--- src/rtl/gshare_btb_predictor.sv ---
// gshare direction predictor + set-associative BTB with speculative history.
// Ports: clk/rst, fetch lookup (fetchValid/fetchPc -> fetchHit/fetchTarget/fetchGhr),
//   EX training (exBranch/exTaken/exPc/exTarget/exGhr/exMispredict), initDone.
module gshare_btb_predictor #(
  parameter int BTB_SETS    = 16,
  parameter int BTB_WAYS    = 2,
  parameter int PHT_ENTRIES = 256,
  parameter int GHR_WIDTH   = 8,
  parameter int CTR_BITS    = 2
) (
  input  logic                 clk,
  input  logic                 rst,
  input  logic                 fetchValid,
  input  logic [31:0]          fetchPc,
  output logic                 fetchHit,
  output logic [31:0]          fetchTarget,
  output logic [GHR_WIDTH-1:0] fetchGhr,
  input  logic                 exBranch,
  input  logic                 exTaken,
  input  logic [31:0]          exPc,
  input  logic [31:0]          exTarget,
  input  logic [GHR_WIDTH-1:0] exGhr,
  input  logic                 exMispredict,
  output logic                 initDone
);

  localparam int SET_BITS = $clog2(BTB_SETS);
  localparam int TAG_BITS = 30 - SET_BITS;
  localparam int PHT_BITS = $clog2(PHT_ENTRIES);
  localparam int WAY_BITS = (BTB_WAYS > 1) ? $clog2(BTB_WAYS) : 1;
  localparam int N =
    (PHT_ENTRIES > BTB_SETS) ? PHT_ENTRIES : BTB_SETS;
  localparam int CNT_BITS = $clog2(N);

  localparam logic [CTR_BITS-1:0] CTR_MAX = '1;
  localparam logic [CTR_BITS-1:0] CTR_WNT =
    CTR_BITS'((1 << (CTR_BITS - 1)) - 1);
  localparam logic [CNT_BITS-1:0] SWEEP_LAST = CNT_BITS'(N - 1);
  localparam logic [CNT_BITS:0] SETS_LIM =
    (CNT_BITS + 1)'(BTB_SETS);
  localparam logic [CNT_BITS:0] PHT_LIM =
    (CNT_BITS + 1)'(PHT_ENTRIES);
  localparam logic [WAY_BITS-1:0] WAY_LAST =
    WAY_BITS'(BTB_WAYS - 1);

  typedef enum logic {
    S_INIT,
    S_RUN
  } state_t;

  state_t state;
  state_t state_nxt;

  logic [CNT_BITS-1:0]  sweep;
  logic [GHR_WIDTH-1:0] ghr;

  logic [CTR_BITS-1:0] pht [PHT_ENTRIES];
  logic [BTB_WAYS-1:0] valid [BTB_SETS];
  logic [TAG_BITS-1:0] tag_mem [BTB_SETS][BTB_WAYS];
  logic [31:0]         tgt_mem [BTB_SETS][BTB_WAYS];
  logic [WAY_BITS-1:0] rr [BTB_SETS];

  // Shift a new outcome into the history; for a 1-bit
  // history this simply loads the bit.
  function automatic logic [GHR_WIDTH-1:0] shift_in(
    input logic [GHR_WIDTH-1:0] h,
    input logic                 b
  );
    logic [GHR_WIDTH-1:0] r;
    r    = h << 1;
    r[0] = b;
    return r;
  endfunction

  logic run;
  assign run = (state == S_RUN);

  // Fetch lookup
  logic [SET_BITS-1:0] f_set;
  logic [TAG_BITS-1:0] f_tag;
  logic [PHT_BITS-1:0] f_idx;
  logic                f_hit;
  logic [WAY_BITS-1:0] f_way;
  logic                f_taken;

  assign f_set   = fetchPc[SET_BITS+1:2];
  assign f_tag   = fetchPc[31:SET_BITS+2];
  assign f_idx   = fetchPc[PHT_BITS+1:2] ^ PHT_BITS'(ghr);
  assign f_taken = pht[f_idx][CTR_BITS-1];

  always_comb begin
    f_hit = 1'b0;
    f_way = '0;
    for (int w = 0; w < BTB_WAYS; w++) begin
      if (valid[f_set][w] && tag_mem[f_set][w] == f_tag) begin
        f_hit = 1'b1;
        f_way = WAY_BITS'(w);
      end
    end
  end

  assign fetchHit    = run & f_hit & f_taken;
  assign fetchTarget = f_hit ? tgt_mem[f_set][f_way] : '0;
  assign fetchGhr    = ghr;
  assign initDone    = run;

  // EX update lookup
  logic [SET_BITS-1:0] u_set;
  logic [TAG_BITS-1:0] u_tag;
  logic [PHT_BITS-1:0] u_idx;
  logic                u_hit;
  logic [WAY_BITS-1:0] u_way;
  logic                u_inv;
  logic [WAY_BITS-1:0] u_inv_way;
  logic [WAY_BITS-1:0] victim;
  logic [CTR_BITS-1:0] ctr;
  logic [CTR_BITS-1:0] ctr_nxt;
  logic                upd;
  logic                recover;

  assign u_set   = exPc[SET_BITS+1:2];
  assign u_tag   = exPc[31:SET_BITS+2];
  assign u_idx   = exPc[PHT_BITS+1:2] ^ PHT_BITS'(exGhr);
  assign upd     = run & exBranch;
  assign recover = upd & exMispredict;
  assign ctr     = pht[u_idx];

  always_comb begin
    u_hit     = 1'b0;
    u_way     = '0;
    u_inv     = 1'b0;
    u_inv_way = '0;
    for (int w = 0; w < BTB_WAYS; w++) begin
      if (valid[u_set][w] && tag_mem[u_set][w] == u_tag) begin
        u_hit = 1'b1;
        u_way = WAY_BITS'(w);
      end
    end
    // Descending scan leaves the lowest invalid way selected.
    for (int w = BTB_WAYS - 1; w >= 0; w--) begin
      if (!valid[u_set][w]) begin
        u_inv     = 1'b1;
        u_inv_way = WAY_BITS'(w);
      end
    end
  end

  assign victim = u_inv ? u_inv_way : rr[u_set];

  always_comb begin
    ctr_nxt = ctr;
    if (exTaken) begin
      if (ctr != CTR_MAX) ctr_nxt = ctr + CTR_BITS'(1);
    end else begin
      if (ctr != '0) ctr_nxt = ctr - CTR_BITS'(1);
    end
  end

  // FSM
  always_comb begin
    state_nxt = state;
    unique case (state)
      S_INIT: if (sweep == SWEEP_LAST) state_nxt = S_RUN;
      S_RUN:  state_nxt = S_RUN;
      default: state_nxt = S_INIT;
    endcase
  end

  always_ff @(posedge clk) begin
    if (rst) begin
      state <= S_INIT;
      sweep <= '0;
      ghr   <= '0;
    end else begin
      state <= state_nxt;
      if (!run) begin
        sweep <= sweep + CNT_BITS'(1);
        ghr   <= '0;
      end else if (recover) begin
        ghr <= shift_in(exGhr, exTaken);
      end else if (fetchValid && f_hit) begin
        ghr <= shift_in(ghr, f_taken);
      end
    end
  end

  // Tables carry no reset; the INIT sweep rebuilds them.
  always_ff @(posedge clk) begin
    if (!run) begin
      if ({1'b0, sweep} < PHT_LIM)
        pht[sweep[PHT_BITS-1:0]] <= CTR_WNT;
      if ({1'b0, sweep} < SETS_LIM) begin
        valid[sweep[SET_BITS-1:0]] <= '0;
        rr[sweep[SET_BITS-1:0]]    <= '0;
      end
    end else if (upd) begin
      pht[u_idx] <= ctr_nxt;
      if (exTaken) begin
        if (u_hit) begin
          tgt_mem[u_set][u_way] <= exTarget;
        end else begin
          valid[u_set][victim]   <= 1'b1;
          tag_mem[u_set][victim] <= u_tag;
          tgt_mem[u_set][victim] <= exTarget;
          rr[u_set] <= (rr[u_set] == WAY_LAST)
                       ? '0 : rr[u_set] + WAY_BITS'(1);
        end
      end
    end
  end

  logic unused_ok;
  assign unused_ok = ^{fetchPc[1:0], exPc[1:0], sweep};

endmodule

--- config.mk ---
export PLATFORM = sky130hd
export DESIGN_NAME = gshare_btb_predictor
export DESIGN_NICKNAME = d
export VERILOG_FILES = /design/src/rtl/gshare_btb_predictor.sv
export SDC_FILE = /design/constraint.sdc
export NUM_CORES = 2
export LEC_CHECK = 0
export CELL_PAD_IN_SITES_DETAIL_PLACEMENT = 1
export CELL_PAD_IN_SITES_GLOBAL_PLACEMENT = 1
export CORE_MARGIN = 5
export CORE_UTILIZATION = 45
export CTS_CLUSTER_SIZE = 10
export DETAILED_ROUTE_END_ITERATION = 10
export GPL_TIMING_DRIVEN = 0
export HOLD_SLACK_MARGIN = 0.1
export PLACE_DENSITY = 0.75
export SYNTH_ARGS = -nofsm -noshare
export SYNTH_HDL_FRONTEND = slang
export SYNTH_SLANG_ARGS = --single-unit
--- constraint.sdc ---
create_clock -name clk -period 17.1 [get_ports clk]
set_clock_uncertainty 0.1 [all_clocks]
set_input_delay 1.71 -clock clk [delete_from_list [all_inputs] [get_ports clk]]
set_output_delay 1.71 -clock clk [all_outputs]
set_load 0.02 [all_outputs]
Word-level counts from Yosys, hierarchy flattened

Memory sizes are Yosys's and may differ from the RTL's.
Cells that the tools add are included.

Add/subtract/negate cells: 4
Order comparisons: 8
Eq/ne operators: 6
Muxes and demuxes: 123
Bitwise gates (word level): 74
Reductions and logical operators: 14

Operators with widths:

| cell                  | number |
|---|---|
| $mux W32              | 6 |
| $mux W64              | 2 |
| $eq A26 B26 Y1        | 4 |
| $mux W1               | 96 |
| $demux W32 S1         | 2 |
| $or A1 B1 Y1          | 64 |
| $mux W52              | 1 |
| $demux W26 S1         | 1 |
| $mux W26              | 1 |
| $mux W8               | 3 |
| $xor A8 B8 Y8         | 2 |
| $mux W2               | 7 |
| $add A8 B1 Y8 const B | 1 |
| $eq A8 B8 Y1 const B  | 1 |
| $logic_and A1 B1 Y1   | 8 |
| $lt A8 B5 Y1 const B  | 1 |
| $mux W4               | 2 |
| $ge A2 B2 Y1 const B  | 3 |
| $not A1 Y2            | 3 |
| $reduce_or A2 Y1      | 3 |
| $and A1 B1 Y1         | 4 |
| $lt A2 B1 Y1 const B  | 2 |
| $reduce_bool A2 Y1    | 2 |
| $add A2 B1 Y2 const B | 1 |
| 9 further kinds       | 9 |

Register bits: 17
Bits in writable memories: 2,416
Bits of input ports: 110
Memories kept: 5

Memory list:

| memory  | words | bits a word | rd ports | clocked after memory_dff | wr ports | RTL line | RTL |
|---|---|---|---|---|---|---|---|
| tgt_mem | 16    | 64          | 1        | 0                        | 1        | 60       | `logic [31:0] tgt_mem [BTB_SETS][BTB_WAYS];` |
| tag_mem | 16    | 52          | 2        | 0                        | 1        | 59       | `logic [TAG_BITS-1:0] tag_mem [BTB_SETS][BTB_WAYS];` |
| pht     | 256   | 2           | 2        | 0                        | 1        | 57       | `logic [CTR_BITS-1:0] pht [PHT_ENTRIES];` |
| valid   | 16    | 2           | 2        | 0                        | 1        | 58       | `logic [BTB_WAYS-1:0] valid [BTB_SETS];` |
| rr      | 16    | 1           | 1        | 0                        | 1        | 61       | `logic [WAY_BITS-1:0] rr [BTB_SETS];` |

Logic depth before layout (Yosys ltp)

An unclocked memory read counts as a cell.

Word-level depth: 12
Mapped depth: 19

Worst setup path before layout

Ideal clock, no wire load.

Path type: input-to-reg
From: in exPc[3]
To: mem pht[0][1] (data pin)
Library setup time: 1,575 ps
Data arrival time: 11,375 ps
Required time: 15,425 ps
Slack: 4,051 ps
Stages: 19
Cells stage by stage: clkbuf_2 -> buf_4 -> buf_4 -> buf_6 -> buf_4 -> buf_4 -> buf_4 -> xor2_2 -> buf_4 -> buf_2 -> buf_2 -> nand2_1 -> nand3_1 -> nand4_1 -> o211ai_1 -> nand2_1 -> a211oi_1 -> o21ai_0 -> a21oi_1

Cells in the longest elaborated chain, start to end: 6
Elaborated cells between the ends (all ways): 10
Classes of those cells: 2 x add/sub; 1 x eq/ne; 4 x mux; 1 x bitwise; 1 x reduce/logical; 1 x memory

RTL lines:

| element                               | RTL line | RTL |
|---|---|---|
| start, declared                       | 20       | `input logic [31:0] exPc,` |
| $xor A8 B8 Y8 *                       | 123      | `assign u_idx = exPc[PHT_BITS+1:2] ^ PHT_BITS'(exGhr);` |
| $mem_v2 Z256 W2 *                     | --       |  |
| $sub A2 B1 Y2 (tied with other cells) | 155      | `if (ctr != '0) ctr_nxt = ctr - CTR_BITS'(1);` |
| $mux W2 (on tied branches)            | 155, 153 |  |
| $mux W2 *                             | 152      | `if (exTaken) begin` |
| $mux W2 (no source line) *            | --       |  |
| end, declared                         | 57       |  |

Mark *: on every way between the ends. The rest lies on a longest branch, timed or not.

Final worst setup path

From: in fetchPc[5]
To: out fetchTarget[11]

Cells in the longest elaborated chain, start to end: 9
Elaborated cells between the ends (all ways): 15
Classes of those cells: 2 x eq/ne; 7 x mux; 1 x bitwise; 2 x reduce/logical; 3 x memory

RTL lines:

| element                                     | RTL line | RTL |
|---|---|---|
| start, declared                             | 14       | `input logic [31:0] fetchPc,` |
| $mem_v2 Z16 W52                             | --       |  |
| $eq A26 B26 Y1                              | 95       | `if (valid[f_set][w] && tag_mem[f_set][w] == f_tag) begin` |
| $logic_and A1 B1 Y1                         | 95       |  |
| $mux W1                                     | 95       |  |
| $not A1 Y2 (implied by the code)            | 103      | `assign fetchTarget = f_hit ? tgt_mem[f_set][f_way] : '0;` |
| $mux W32 (implied by the code) (3 in a row) | 103      |  |
| $mux W32 *                                  | 103      |  |
| end, declared                               | 16       | `output logic [31:0] fetchTarget,` |

Mark *: on every way between the ends. The rest lies on a longest branch, timed or not. The select of a mux whose other input is x is not followed.

==> summary.txt <==
Placement
  • Cells after DPL: 8927
  • Detailed Place HPWL: around 260000 um
  • Port Buffers: between 100 and 150
  • Routability congestion estimate: 1.015
  • DP Worst Slack: about 5.3 ns

Setup path
  • Crit path kind: input port to primary output
  • R2R depth: 12
  • CP cell instances: clkdlybuf4s50_1 -> buf_1 -> clkbuf_1 -> clkbuf_1 -> clkbuf_1 -> nand3b_1 -> a2111oi_0 -> nand4_1 -> nor4_4 -> buf_4 -> clkbuf_1 -> nand2_1 -> o21ai_0 -> clkdlybuf4s50_1
  • Reg-to-Reg Start: tag_mem[6][2]$_DFFE_PP_
  • Worst-path fanout max: 12
  • R2r setup slk: about 11 ns
  • WP data required: 15.29 ns
  • CP max stage cell: clkbuf_1
  • Startpoint types: input port
  • Crit path buf inv count: 8
  • Crit path top cell by count: clkbuf_1
  • CP arrival: about 10 ns
  • Setup crit end kind: primary output
  • FF-to-FF End: tgt_mem[9][23]$_DFFE_PP_
  • Delay of the slowest critical-path stage: between 1 and 1.5 ns
  • Largest delay share family, worst path: buffers and inverters

Clock network
  • Clk slew on worst S/H paths: around 0.05 ns
  • Cts repair resizes: 0
  • H-Tree Depth: 5
  • Clock root buffer: clkbuf_16
  • Hold_buf cts: 0
  • CTS tree: yes
  • Clock latency on the worst-skew pair: 1.01 ns
  • Post-CTS Setup Inserts: 0
  • CTS Buffer Depth: 4
  • Clock sinks: 2433
  • Number of clock buffers inserted by TritonCTS: about 300

Logic synthesis
  • Gate Count Post-Synth: about 5600
  • Average cell area after synthesis: 19.15 um2
  • Syn Nets: between 5000 and 6000
  • Sequential share of the synthesized area: 68.46%
  • Post-synth cell types: 89
  • EDFF count, synth: approximately 2400
  • Main synth FF type: edfxtp_1
  • Top-area cell type share of the netlist area: 68.14%
  • Most frequent cells after synthesis: edfxtp_1, mux4_2, nor2_1
  • Ys async rst share: 0%
  • Mapped Area: between 0.1 and 0.15 mm2
  • Cell taking the most area after synthesis: edfxtp_1
  • Ranking of synthesized cells by area: edfxtp_1, mux4_2, mux2i_1, nor2_1, nand2_1
  • Most frequent cell after synthesis: edfxtp_1
  • Register bit total from synthesis: around 2400
  • Syn. warnings: 0

Floorplanning
  • Row count: 178
  • Die width: a little under 500 um
  • Full die area: around 0.25 mm2
  • Core Box Area: ~0.24 mm2
  • I/O Pins: ~150
  • Starting Density: ~45%
  • Die height: roughly 500 um

STA
  • Slew @ Worst Pin: between 1.5 and 2 ns
  • Max Slew Vio Count: between 150 and 200
  • Rel. slew slack: -10.29%
  • Unrepaired setup endpoints after global routing: false
  • Final setup viols: 0
  • FMAX: 0.08274 GHz
  • Final setup margin: 5.014 ns
  • Hold Vio Cnt, Final: 0
  • Part of the cycle the worst path needs: 70.68%
  • Min Tclk post-route: 12.09 ns

Detailed routing
  • Initial DRC count: between 10000 and 15000
  • Vias: ~66000
  • Drt drc: 0
  • Via density: 7.044
  • ANT nets after route: 0
  • Drt total wl: roughly 400000 um
  • Drt first pass iters: 8
  • WL/cell: about 42 um

Global routing
  • Global Route Usage Sum: between 30 and 40%
  • Initial antenna violation count: 29
  • GR Overflow Total: 0
  • Vias in the first global route: 66453
  • Global-route wire length before repair: between 500000 and 600000 um
  • Largest net degree at the start of global routing: 47

Power and ir drop
  • Int Pwr: around 10000 uW
  • Post-layout power: approximately 13000 uW
  • Switching share of power: between 20% and 30%
  • Leakage: about 0.039 uW
  • Power Density: ~110 mW/mm2
  • Net Switching: 3060 uW
  • Clock power frac: a little over two fifths
  • Peak supply drop: 0.1278 mV
  • Combinational share of power: under 10%
  • Sequential share of power: between 40% and 50%

Worst hold path
  • Hold path depth: 2
  • Min-Delay Endpoint: fetchGhr[7]$_SDFFE_PP0P_
  • Hold Path Class: flop to flop
  • Hold Crit Start: fetchGhr[7]$_SDFFE_PP0P_

Job
  • Max-cap violations: 12

Cells and area
  • Finished Layout Cells: between 9000 and 10000
  • Layout cells sized above 1: a little over a quarter
  • Post-layout nets: between 6000 and 7000
  • P&R area growth vs syn: 14.60%
  • # fillers: 21116

Run status
  • Failing checks: capacitance limit, slew limit
  • Status: finished with violations
power by group through the flow:
| stage | registers, uW | logic (uW) | clock network (uW) |
|---|---|---|---|
| 3_3_place_gp | 6670 | 981 | 0 |
| 3_5_place_dp | 6670 | 1010 | 0 |
| 4_1_cts | 6550 | 1010 | 5570 |
| 5_1_grt | 6540 | 1060 | 5850 |
| 6_report | 6540 | 1050 | 5550 |
| 2_1_floorplan | 6660 | 551 | 0 |
cell usage in the layout, fill, tap and decap left out, drive strengths merged, types with 12 or more instances in the layout:
| cell | n |
|---|---|
| a211oi | 20 |
| a21oi | 62 |
| a221oi | 29 |
| a22o | 17 |
| a22oi | 59 |
| a311oi | 14 |
| and2 | 25 |
| and3 | 25 |
| buf | 305 |
| clkbuf | 512 |
| clkdlybuf4s50 | 114 |
| clkinv | 17 |
| dfxtp | 17 |
| diode | 12 |
| edfxtp | 2416 |
| inv | 32 |
| mux2 | 58 |
| mux2i | 240 |
| mux4 | 884 |
| nand2 | 288 |
| nand2b | 24 |
| nand3 | 58 |
| nand4 | 19 |
| nor2 | 417 |
| nor2b | 19 |
| nor3 | 24 |
| nor4 | 15 |
| o21ai | 107 |
| o22ai | 50 |
| xnor2 | 88 |
| xor2 | 50 |
layout make-up:
type | instances | area [um2] | share of cell area [%]
flip-flops and latches | 2433 | 72890 | 59.74
inverters | 30 | 112.6 | 0.09229
plain buffers | 369 | 1969 | 1.614
multi-input cells | 2727 | 32050 | 26.27
clock buffers | 342 | 7781 | 6.377
diodes | 12 | 30.03 | 0.02461
well taps | 3150 | 3941 | 3.230
repair buffers | 220 | 3075 | 2.521
clock inverters | 20 | 162.7 | 0.1333
per-layer routing:
metal,GRT usage (%),wire [um],part of all wire [%],up-vias
met3,10.00,51990,13,1343
li1,-,-,-,24030
met1,40.92,137000,35,34413
met2,46.79,173900,45,5723
met5,0,126,0.032,-
met4,17.43,26960,6.9,18
how the worst max path moves through the flow:
stage | cells past startpoint | from | end | slack (ns)
final | 14 | fetchPc[5] | fetchTarget[11] | 5.01
after global routing | 14 | fetchPc[5] | fetchTarget[11] | 5.27
after CTS | 14 | fetchPc[5] | fetchTarget[11] | 5.37
after detailed placement | 14 | fetchPc[5] | fetchTarget[11] | 5.35
after global placement | 12 | exPc[5] | pht[174][1]$_DFFE_PP_ | -5.86
after floorplan | 19 | exPc[3] | pht[0][1]$_DFFE_PP_ | 4.05
per-stage QoR:
step	util [%]	cell area, um2	setup TNS, ns	hold slack [ns]
2_1_floorplan	-	106500	0	0.4271
3_3_place_gp	47.48	111800	-2603.27	0.4771
3_5_place_dp	48.46	114100	0	0.5006
4_1_cts	51.84	122000	0	0.5176
5_1_grt	51.82	122000	0	0.5485
6_report	51.83	122000	0	0.5086
flip-flops by register name, summed over array words and instances, names as in the netlist:
| signal | count |
|---|---|
| pht | 512 |
| initDone | 1 |
| rr | 16 |
| valid | 32 |
| sweep | 8 |
| tgt_mem | 1024 |
| fetchGhr | 8 |
| tag_mem | 832 |
worst register-to-register path, stage by stage, from the launching register on:
cell	delay [ns]
edfxtp_1	0.40
mux4_2	0.47
a22o_1	0.25
a221oi_1	0.60
xnor2_1	0.21
o211ai_1	0.11
or4_1	0.47
or4_4	0.67
o21ai_0	0.19
nand3_2	0.43
buf_2	0.47
nor2_4	0.73
buf_12	0.29
logic make-up after synthesis:
kind of cell | share of synthesized area [%]
AO/OA/AOI/OAI | 2.922
XOR/XNOR | 1.174
adder cells (fa/ha/maj) | 0.01175
buffers and inverters | 1.944
flip-flops | 68.46
multiplexers | 21.57
AND/OR/NAND/NOR | 3.918
No activity file was read; power rests on OpenSTA's default activity.
